$ cat src/rtl/rgb_stream_packer.sv
// rgb_stream_packer: packs a 24-bit RGB888 pixel stream into 32-bit AXI4-Stream words
// (four pixels -> three words, byte order b,g,r, lane 0 = earliest byte), flushing
// partial words at end of line and realigning on an unexpected start of frame.
// Latency: one cycle from accepting the pixel that completes a word to tvalid.
// Backpressure: in_stream_ready drops whenever the single output slot is full and
// tready is low, and during the one-word FLUSH step after an overlong eol pixel.
//
// Ports:
//   aclk, areset            clock, synchronous active-high reset
//   r, g, b                 pixel colour bytes
//   valid, sof, eol         pixel qualifier, first-of-frame, last-of-line
//   in_stream_ready         pixel accepted this cycle when valid is also high
//   out_stream_t*           AXI4-Stream master (tdata/tkeep/tlast/tuser/tvalid/tready)
//   frame_err               sticky: sof arrived while bytes were still pending
module rgb_stream_packer #(
  parameter logic [7:0] PAD_BYTE = 8'h00
) (
  input  logic        aclk,
  input  logic        areset,
  input  logic [7:0]  r,
  input  logic [7:0]  g,
  input  logic [7:0]  b,
  input  logic        valid,
  input  logic        sof,
  input  logic        eol,
  output logic        in_stream_ready,
  output logic [31:0] out_stream_tdata,
  output logic [3:0]  out_stream_tkeep,
  output logic        out_stream_tlast,
  output logic        out_stream_tuser,
  output logic        out_stream_tvalid,
  input  logic        out_stream_tready,
  output logic        frame_err
);

  typedef enum logic [0:0] {
    RUN   = 1'b0,
    FLUSH = 1'b1
  } state_t;

  // Packing state: acc holds cnt pending bytes in its low lanes; every byte above
  // lane cnt-1 is kept at zero so a new pixel can simply be OR-ed in.
  state_t      state;
  logic [47:0] acc;
  logic [2:0]  cnt;
  logic        user_pend;   // sof pixel bytes are pending and not yet in any word

  logic        slot_free;
  logic        accept;
  logic [2:0]  base_cnt;
  logic [2:0]  n;
  logic [47:0] base_acc;
  logic [47:0] pix_shifted;
  logic [47:0] merged;

  logic        emit;
  logic [31:0] word_dat;
  logic [3:0]  word_keep;
  logic        word_last;
  logic        word_user;
  logic [47:0] nxt_acc;
  logic [2:0]  nxt_cnt;
  state_t      nxt_state;
  logic        nxt_user_pend;
  logic        set_err;

  // Byte-enable mask for a word holding nb bytes starting at lane 0.
  function automatic logic [3:0] keep_for(input logic [2:0] nb);
    logic [3:0] k;
    case (nb)
      3'd0:    k = 4'h0;
      3'd1:    k = 4'h1;
      3'd2:    k = 4'h3;
      3'd3:    k = 4'h7;
      default: k = 4'hF;
    endcase
    return k;
  endfunction

  // Replace every lane not covered by keep with the pad byte.
  function automatic logic [31:0] pad_word(input logic [31:0] d, input logic [3:0] keep);
    logic [31:0] w;
    for (int i = 0; i < 4; i++) begin
      w[8*i +: 8] = keep[i] ? d[8*i +: 8] : PAD_BYTE;
    end
    return w;
  endfunction

  assign slot_free       = !out_stream_tvalid || out_stream_tready;
  assign in_stream_ready = (state == RUN) && slot_free;
  assign accept          = valid && in_stream_ready;

  always_comb begin
    // An sof pixel always lands at lane 0; any pending bytes are discarded.
    base_cnt    = sof ? 3'd0 : cnt;
    base_acc    = sof ? 48'd0 : acc;
    pix_shifted = {24'd0, r, g, b} << {base_cnt, 3'b000};
    merged      = base_acc | pix_shifted;
    n           = base_cnt + 3'd3;

    emit          = 1'b0;
    word_dat      = merged[31:0];
    word_keep     = 4'hF;
    word_last     = 1'b0;
    word_user     = user_pend;
    nxt_acc       = acc;
    nxt_cnt       = cnt;
    nxt_state     = state;
    nxt_user_pend = user_pend;
    set_err       = 1'b0;

    case (state)
      RUN: begin
        if (accept) begin
          set_err   = sof && (cnt != 3'd0);
          // Any word produced by this accept contains bytes of this pixel.
          word_user = sof || user_pend;
          if (eol && (n <= 3'd4)) begin
            // Whole remainder of the line fits in one (possibly padded) word.
            emit          = 1'b1;
            word_keep     = keep_for(n);
            word_dat      = pad_word(merged[31:0], word_keep);
            word_last     = 1'b1;
            nxt_acc       = 48'd0;
            nxt_cnt       = 3'd0;
            nxt_user_pend = 1'b0;
          end else if (n >= 3'd4) begin
            // Full word out; leftover bytes shift down to lane 0. An eol here
            // leaves 1..2 bytes that go out as a separate tlast word in FLUSH.
            emit          = 1'b1;
            nxt_acc       = merged >> 32;
            nxt_cnt       = n - 3'd4;
            nxt_user_pend = 1'b0;
            if (eol) begin
              nxt_state = FLUSH;
            end
          end else begin
            nxt_acc       = merged;
            nxt_cnt       = n;
            nxt_user_pend = sof || user_pend;
          end
        end
      end
      FLUSH: begin
        if (slot_free) begin
          emit          = 1'b1;
          word_keep     = keep_for(cnt);
          word_dat      = pad_word(acc[31:0], word_keep);
          word_last     = 1'b1;
          word_user     = user_pend;
          nxt_acc       = 48'd0;
          nxt_cnt       = 3'd0;
          nxt_user_pend = 1'b0;
          nxt_state     = RUN;
        end
      end
      default: begin
        nxt_state = RUN;
      end
    endcase
  end

  always_ff @(posedge aclk) begin
    if (areset) begin
      state             <= RUN;
      acc               <= 48'd0;
      cnt               <= 3'd0;
      user_pend         <= 1'b0;
      frame_err         <= 1'b0;
      out_stream_tvalid <= 1'b0;
      out_stream_tdata  <= 32'd0;
      out_stream_tkeep  <= 4'h0;
      out_stream_tlast  <= 1'b0;
      out_stream_tuser  <= 1'b0;
    end else begin
      state     <= nxt_state;
      acc       <= nxt_acc;
      cnt       <= nxt_cnt;
      user_pend <= nxt_user_pend;
      if (set_err) begin
        frame_err <= 1'b1;
      end
      // emit only happens with the slot free, so a stalled word is never overwritten.
      if (emit) begin
        out_stream_tvalid <= 1'b1;
        out_stream_tdata  <= word_dat;
        out_stream_tkeep  <= word_keep;
        out_stream_tlast  <= word_last;
        out_stream_tuser  <= word_user;
      end else if (out_stream_tready) begin
        out_stream_tvalid <= 1'b0;
      end
    end
  end

endmodule

$ cat config.mk
export PLATFORM = sky130hd
export DESIGN_NAME = rgb_stream_packer
export DESIGN_NICKNAME = d
export VERILOG_FILES = /design/src/rtl/rgb_stream_packer.sv
export SDC_FILE = /design/constraint.sdc
export NUM_CORES = 1
export LEC_CHECK = 0
export CELL_PAD_IN_SITES_DETAIL_PLACEMENT = 1
export CELL_PAD_IN_SITES_GLOBAL_PLACEMENT = 2
export CORE_UTILIZATION = 29
export CTS_BUF_LIST = sky130_fd_sc_hd__clkbuf_16
export DETAILED_ROUTE_END_ITERATION = 12
export PLACE_DENSITY = 0.85
export SETUP_SLACK_MARGIN = 0.15
export SKIP_CTS_REPAIR_TIMING = 1
export SLEW_MARGIN = 20
export SYNTH_ARGS = -nofsm -noshare
export SYNTH_HDL_FRONTEND = slang
export SYNTH_SLANG_ARGS = --single-unit
$ cat constraint.sdc
create_clock -name aclk -period 3.4 [get_ports aclk]
set_clock_uncertainty 0.15 [all_clocks]
set_input_delay 1.02 -clock aclk [delete_from_list [all_inputs] [get_ports aclk]]
set_output_delay 1.02 -clock aclk [all_outputs]
set_load 0.03 [all_outputs]
==> results of run 1 <==
cells in the final DEF, fill, tap and decap left out, drive strengths merged, types with 2 or more instances in the layout:
| master | n |
|---|---|
| or4 | 2 |
| a211oi | 28 |
| nor2 | 86 |
| a32oi | 2 |
| nor4bb | 2 |
| inv | 9 |
| clkdlybuf4s50 | 67 |
| a221oi | 13 |
| ha | 2 |
| o211ai | 20 |
| clkinv | 3 |
| o21ai | 60 |
| nor2b | 7 |
| buf | 56 |
| nor3 | 17 |
| and2 | 4 |
| a41oi | 2 |
| a21oi | 44 |
| o31ai | 2 |
| nor4b | 2 |
| clkbuf | 10 |
| a31oi | 3 |
| mux2i | 24 |
| nand2b | 5 |
| or3 | 2 |
| o22ai | 6 |
| nand2 | 26 |
| a22o | 9 |
| nand3 | 3 |
| o2bb2ai | 8 |
| dfxtp | 93 |
| a22oi | 51 |
where the power goes:
group          switching [uW]  leakage, uW  internal, uW  total (uW)
Sequential               42.5     0.000760          1150        1200
Combinational             437      0.00134           290         728
Clock                     484     0.000142           573        1060
critical path, stage by stage:
cell             delay [ps]
clkdlybuf4s50_1         430
nor2b_2                 240
nor2_1                   90
buf_4                   190
layout make-up:
| class | instances | area share, % |
|---|---|---|
| clock buffers | 9 | 3.49 |
| clock inverters | 7 | 1.10 |
| well taps | 216 | 4.18 |
| flip-flops and latches | 93 | 28.8 |
| repair buffers | 125 | 18.6 |
| inverters | 7 | 0.407 |
| multi-input cells | 442 | 43.4 |
registers in the layout, indices dropped and copies added, names as in the netlist:
name,count
out_stream_tvalid,1
frame_err,1
out_stream_tkeep,4
out_stream_tuser,1
out_stream_tdata,32
state,1
out_stream_tlast,1
user_pend,1
acc,48
cnt,3
cells by family (layout without fill, tap and decap cells):
group | Yosys count | count (layout) | synth area share, %
compound gates | 254 | 254 | 35.4
fa+ha+maj | 2 | 2 | 0.516
buf+inv | 61 | 148 | 5.58
flops | 93 | 93 | 38.4
mux | 24 | 24 | 4.96
simple gates | 162 | 162 | 15.2
metal layers:
metal / vias up / GRT usage [%]
met3: 49 / 4.13
met4: 0 / 9.82
met5: - / 0
met1: 2538 / 29.1
li1: 2409 / -
met2: 209 / 38.8
final timing paths:
kind	from	endpoint	slack, ps	cells after the start
min reg2reg	acc[37]	acc[37]	320	2
min	acc[37]	acc[37]	320	2
max reg2reg	cnt[2]	acc[38]	740	6
max	out_stream_tready	in_stream_ready	260	4
through the flow:
| stage | utilization [%] | hold WS [ps] | power, uW | TNS (ps) |
|---|---|---|---|---|
| detailed placement | 37.9 | 311 | 1930 | -8230 |
| finish | 40.1 | 317 | 2980 | 0 |
| global route | 40.1 | 345 | 3080 | 0 |
| global placement | 37.8 | 288 | 1910 | -5650 |
| CTS | 39.7 | 324 | 2970 | 0 |
| floorplan | - | 281 | 1610 | 0 |
==> impl_metrics.toml, run 1 <==
[run_status]
status = "finished clean"

[logic_synthesis]
ys_seq_elements = 93
synth.area.top_cells = "dfxtp_1 (38%), a22oi_1 (7.9%), nor2_1 (6.7%)"
syn_area_per_cell_um2 = 8.13
synth_top_area_share_pct = 38.4
ys_async_sr_fraction_pct = 0
synth_ff_type = "dfxtp_1"
syn_inst = 596
yosysMostFrequentCell = "dfxtp_1"
yosysWarnings = 0
synth_top_cell_by_area = "dfxtp_1"
synthTopCellsByCount = "dfxtp_1 (93), nor2_1 (86), o21ai_0 (53), a22oi_1 (51), a21oi_1 (44)"
synth_cell_type_count = 50
seq_area_frac_synth_pct = 38.4
syn_nets = 628
synth-edff-count = 0
netlist_area_mm2 = 0.00485

[critical_path]
required_ps = 2230
criticalPathCategory = "input pin to output port"
worstSetupStartpointType = "input pin"
crit_arrival_ps = 1970
endpoint_kind = "output port"
cp_max_fo = 5

[routing]
via_per_inst = 5.79
met3_length_mm = 1.27
wl_met2_mm = 9.26
totalWireLength_mm = 19.8
dr.pass1.iters = 5
post_drt_wl_per_cell_um = 22.1
drt_iter0_markers = 370
num_vias = 5205
route.detailed.drc = 0
drtAntennaViolNets = 0
routed.top_layer = "met4"
met1Wirelength_mm = 8.61

[global_route]
antenna_found_initial = 0
grt_pass1_wl_mm = 31.1
grt_max_degree = 80
grt_pass1_vias = 5457
groute.usage.overall_pct = 23.1
grt.overflow.total = 0

[final_layout]
multi_input_area_mm2 = 0.00280
fillers = 1890
area_growth_pct = 33.3
finalInstanceArea_mm2 = 0.00646
n_antenna_cell = 0
drive_gt1_share_pct = 13.3
regArea_mm2 = 0.00186
fin_nets = 710
fin_cells = 899

[job]
drv_cap = 0

[sta]
setup-violations-final = 0
rsz0062_at_grt = "false"
worst_slack_ps = 261
slew_headroom_pct = 28.3
min_period_ps = 3140
tightestPinTransition_ps = 1070
finalHoldViolCount = 0
fin_crit_sh_pct = 92.3
max_freq_ghz = 0.319
slew_viol_final = 0

[die]
start_util_pct = 30.1
rows = 46
fp.dieArea_mm2 = 0.0172
core_mm2 = 0.0161
die_x_um = 131
ioPinCount = 71
die_h_um = 131

[placed_design]
dpl.hpwl_mm = 14.3
placed_area_mm2 = 0.00610
dp_cells = 882
port_buffers = 70
place_ws_ps = -283
place.gp.congestion = 0.847

[hold_path]
hold_class = "flip-flop to flip-flop"

[cts]
cts_tree = "yes"
cts_max_level = 3
cts_buffer_depth = 2
clock-root-buffer = "clkbuf_16"
clock-sinks = 93
numCtsBuffers = 9
clk_pin_slew_worst_paths_ps = 60
clock_latency_ps = 360

[power_and_ir_drop]
p_leak_uw = 0.00224
power.density_mw_per_mm2 = 461
peakVddDrop_v = 0.000213
Power figures use the tool's default switching activity.
==> inputs of run 2 (changes only) <==
--- a/config.mk
+++ b/config.mk
@@ -9,8 +9,9 @@
 export CELL_PAD_IN_SITES_GLOBAL_PLACEMENT = 2
 export CORE_UTILIZATION = 29
 export CTS_BUF_LIST = sky130_fd_sc_hd__clkbuf_16
+export CTS_CLUSTER_SIZE = 28
 export DETAILED_ROUTE_END_ITERATION = 12
-export PLACE_DENSITY = 0.85
+export PLACE_DENSITY = 0.87
 export SETUP_SLACK_MARGIN = 0.15
 export SKIP_CTS_REPAIR_TIMING = 1
 export SLEW_MARGIN = 20
==> impl_metrics.toml, run 2 (same netlist as run 1, synthesis figures left out) <==
[cts]
cts_buffer_depth = 2
cts_tree = "yes"
clock-root-buffer = "clkbuf_16"
cts_max_level = 3
clock-sinks = 93
clock_latency_ps = 360
numCtsBuffers = 9
clk_pin_slew_worst_paths_ps = 70

[final_layout]
largest-register = "acc"
reg.largest.list = "acc x48, out_stream_tdata x32, out_stream_tkeep x4"
regArea_mm2 = 0.00186
n_antenna_cell = 0
final_common_cell = "dfxtp_1"
largest_register_ffs = 48
multi_input_area_mm2 = 0.00280
final_cell_mix = "dfxtp_1 (93), nor2_1 (85), clkdlybuf4s50_1 (67)"
area_growth_pct = 33.4
drive_gt1_share_pct = 13.3
fillers = 1920
finalInstanceArea_mm2 = 0.00646
fin_nets = 711

[hold_path]
hold_class = "flip-flop to flip-flop"

[routing]
route.detailed.drc = 0
totalWireLength_mm = 18.9
drt_iter0_markers = 466
post_drt_wl_per_cell_um = 21.0
drtAntennaViolNets = 0
via_per_inst = 5.80
dr.pass1.iters = 5
num_vias = 5223

[critical_path]
endpoint_kind = "output port"
crit_arrival_ps = 1870
required_ps = 2230
criticalPathCategory = "input pin to output port"
crit_chain = "clkdlybuf4s50_1 -> nor2b_1 -> nor2_1 -> buf_4"
cpPeakStageDelay_ps = 420
critPathTopFamily = "buffers and inverters"
path_buf_inv = 2
cp_max_fo = 2
crit_path_top_delay_cell = "clkdlybuf4s50_1"
worstSetupStartpointType = "input pin"

[power_and_ir_drop]
peakVddDrop_v = 0.000279
p_leak_uw = 0.00225
p_total_uw = 3020
power.density_mw_per_mm2 = 467

[placed_design]
place.gp.congestion = 0.877
port_buffers = 70
placed_area_mm2 = 0.00606
dpl.hpwl_mm = 13.4

[die]
die_h_um = 131
ioPinCount = 71
core_mm2 = 0.0161
rows = 46
start_util_pct = 30.1
fp.dieArea_mm2 = 0.0172
die_x_um = 131

[sta]
slew_viol_final = 0
tightestPinTransition_ps = 1050
fin_crit_sh_pct = 89.5
min_period_ps = 3040
max_freq_ghz = 0.329
rsz0062_at_grt = "false"
setup-violations-final = 0
slew_headroom_pct = 30.1
finalHoldViolCount = 0

[run_status]
status = "finished clean"

[global_route]
grt_pass1_vias = 5355
grt_pass1_wl_mm = 29.8
groute.usage.overall_pct = 22.0
grt_max_degree = 63
antenna_found_initial = 0
grt.overflow.total = 0

[job]
drv_cap = 0
[run 2: routing by layer]
layer  up-vias  share of wire [%]  global-route usage (%)
met5         -                  0                       0
met4         0                2.8                    8.98
met3        36                7.2                    5.05
met2       202                 47                    36.1
met1      2579                 43                    27.6
li1       2406                  -                       -
[run 2: layout make-up]
| cell class | count | share of cell area [%] |
|---|---|---|
| Clock inverter | 7 | 1.36 |
| Timing Repair Buffer | 126 | 18.4 |
| Sequential cell | 93 | 28.8 |
| Clock buffer | 9 | 3.48 |
| Multi-Input combinational cell | 442 | 43.4 |
| Inverter | 7 | 0.407 |
| Tap cell | 216 | 4.18 |
[run 2: metrics by stage]
step           setup TNS, ps  setup slack [ps]  instances  utilization, %  hold slack (ps)
3_3_place_gp           -3090              -112        881            37.6              290
2_1_floorplan              0               176        596               -              281
5_1_grt                    0               308        900            40.1              335
4_1_cts                    0               143        897            39.5              310
6_report                   0               357        900            40.1              307
3_5_place_dp           -5910              -204        881            37.6              300
[run 2: power breakdown]
part | switching, uW | internal (uW) | leakage [uW]
clock | 464 | 640 | 0.000149
sequential | 40.9 | 1150 | 0.000760
combinational | 429 | 288 | 0.00134
total | 934 | 2080 | 0.00225
[run 2: worst paths after layout]
kind | from | end | slack [ps] | depth (start not counted)
hold reg to reg | acc[38] | acc[38] | 310 | 2
setup reg to reg | cnt[2] | out_stream_tdata[28] | 830 | 6
setup / recovery | out_stream_tready | in_stream_ready | 360 | 4
hold / removal | acc[38] | acc[38] | 310 | 2
[run 2: tightest hold or removal path, cell delays in order (launching register included)]
cell and delay [ps]:
dfxtp_1 310, nand2_1 50, a21oi_1 50
==> inputs of run 3 (changes only) <==
--- a/config.mk
+++ b/config.mk
@@ -5,13 +5,14 @@
 export SDC_FILE = /design/constraint.sdc
 export NUM_CORES = 1
 export LEC_CHECK = 0
+export ABC_AREA = 1
 export CELL_PAD_IN_SITES_DETAIL_PLACEMENT = 1
 export CELL_PAD_IN_SITES_GLOBAL_PLACEMENT = 2
-export CORE_UTILIZATION = 29
-export CTS_BUF_LIST = sky130_fd_sc_hd__clkbuf_16
+export CORE_UTILIZATION = 28
+export CTS_BUF_LIST = sky130_fd_sc_hd__clkbuf_8
 export CTS_CLUSTER_SIZE = 28
 export DETAILED_ROUTE_END_ITERATION = 12
-export PLACE_DENSITY = 0.87
+export PLACE_DENSITY = 0.9
 export SETUP_SLACK_MARGIN = 0.15
 export SKIP_CTS_REPAIR_TIMING = 1
 export SLEW_MARGIN = 20
==> impl_metrics.toml, run 3 <==
[run_status]
status = "finished clean"

[sta]
fin_crit_sh_pct = 93.8
setup-violations-final = 0
slew_headroom_pct = 52.3
worst_slack_ps = 212
setup_tns_ps = 0
finalHoldViolCount = 0
slew_viol_final = 0
tightestPinTransition_ps = 714
max_freq_ghz = 0.314
rsz0062_at_grt = "false"
min_period_ps = 3190

[final_layout]
largest_register_ffs = 48
fin_nets = 864
reg.largest.list = "acc x48, out_stream_tdata x32, out_stream_tkeep x4"
fin_cells = 1062
largest-register = "acc"
drive_gt1_share_pct = 8.84
fillers = 2281
final_cell_mix = "nand2_1 (219), a21oi_1 (132), dfxtp_1 (93)"
final_common_cell = "nand2_1"
n_antenna_cell = 0
area_growth_pct = 23.7

[logic_synthesis]
synth_top_family_by_area = "compound AO/OA/AOI/OAI gates"
ys_seq_elements = 93
synth_xor_area_share_pct = 0
ys_async_sr_fraction_pct = 0
synth_cell_type_count = 30
synth_compound_area_share_pct = 27.9
yosys.area_share.simple_pct = 25.7
synthTopCellsByCount = "nand2_1 (219), a21oi_1 (132), dfxtp_1 (93), o21ai_0 (89)"
syn_area_per_cell_um2 = 6.48
yosysWarnings = 0
synth-adder-area-share_pct = 0.504
syn_nets = 798
yosysMostFrequentCell = "nand2_1"
netlist_area_mm2 = 0.00497
synth_ff_type = "dfxtp_1"
synth-edff-count = 0
synth_mux_area_share_pct = 0
synth.area.top_cells = "dfxtp_1 (37%), nand2_1 (17%), a21oi_1 (13%)"
synth_top_area_share_pct = 37.5
synth_top_cell_by_area = "dfxtp_1"
seq_area_frac_synth_pct = 37.5
syn_inst = 766

[critical_path]
cp_max_fo = 6
required_ps = 2230
worstSetupStartpointType = "input pin"
crit_arrival_ps = 2020
endpoint_kind = "output port"
r2r-start = "cnt[1]"
regToRegSetupSlack_ps = 1130
criticalPathCategory = "input pin to output port"
worstSetupStartpoint = "out_stream_tready"

[cts]
clock-root-buffer = "clkbuf_8"
clock-sinks = 93
cts_buffer_depth = 2
cts_max_level = 3
clock_latency_ps = 380
cts_tree = "yes"
clk_pin_slew_worst_paths_ps = 100
numCtsBuffers = 9

[die]
die_h_um = 135
start_util_pct = 28.7
rows = 48
core_mm2 = 0.0173
ioPinCount = 71
fp.dieArea_mm2 = 0.0183
die_x_um = 135

[power_and_ir_drop]
power.density_mw_per_mm2 = 418
p_total_uw = 2570
peakVddDrop_v = 0.000244
p_leak_uw = 0.00246

[global_route]
grt_max_degree = 59
grt_pass1_vias = 5512
grt_pass1_wl_mm = 29.6
grt.overflow.total = 0
groute.usage.overall_pct = 21.1
antenna_found_initial = 0

[hold_path]
hold_start = "acc[32]"
hold_class = "flip-flop to flip-flop"

[routing]
dr.pass1.iters = 5
drt_iter0_markers = 339
post_drt_wl_per_cell_um = 17.4
route.detailed.drc = 0
num_vias = 5480
via_per_inst = 5.16
drtAntennaViolNets = 0
totalWireLength_mm = 18.5

[placed_design]
place_ws_ps = 114
place.gp.congestion = 0.878
dpl.hpwl_mm = 13.3
port_buffers = 70
dp_cells = 1046

[job]
drv_cap = 0
run 3: changes by cell type after synthesis, sizes merged, moves of 11 or more:
cell	delta
clkbuf	-19
o211ai	-11
a211oi	-28
buf	+11
a221oi	-13
mux2i	-24
a21oi	+88
nand2	+205
a22oi	-50
inv	+42
nand3	+24
o21ai	+46
nor2	-39
run 3: worst paths after layout:
path	cells past startpoint	endpoint
min	2	acc[32]
max	6	in_stream_ready
max reg2reg	8	out_stream_tdata[9]
min reg2reg	2	acc[32]
run 3: layer usage:
metal	global-route usage [%]	vias to the layer above	part of all wire (%)
met1	27.0	2652	47
met4	6.49	0	2.2
met2	35.4	124	47
met5	0	-	0
li1	-	2681	-
met3	4.49	23	4.6
run 3: cell families after synthesis:
| kind of cell | count (synthesis) |
|---|---|
| compound gates | 263 |
| fa+ha+maj | 2 |
| buf+inv | 95 |
| flops | 93 |
| simple gates | 313 |
run 3: final cells by class:
class,instances,area (um2),share of cell area (%)
Multi-Input combinational cell,578,2700,44.0
Sequential cell,93,1860,30.3
Timing Repair Buffer,101,938,15.3
Tap cell,225,282,4.58
Inverter,49,184,2.99
Clock buffer,10,138,2.24
Clock inverter,6,38.8,0.631
run 3: power breakdown:
part	switching (uW)	internal [uW]
combinational	418	235
clock	429	283
sequential	47.3	1160
run 3: worst max-delay path: stages:
cell             delay, ps
clkdlybuf4s50_1        460
inv_1                   40
nand2_1                 70
inv_1                  100
nor2_1                 150
buf_4                  180
run 3: per-stage QoR:
stage / hold WS [ps] / utilization, % / instance area (um2)
after floorplan: 295 / - / 4970
after global placement: 302 / 34.5 / 5970
after detailed placement: 306 / 34.5 / 5970
after CTS: 321 / 35.5 / 6140
after global routing: 332 / 35.5 / 6140
final: 321 / 35.5 / 6140
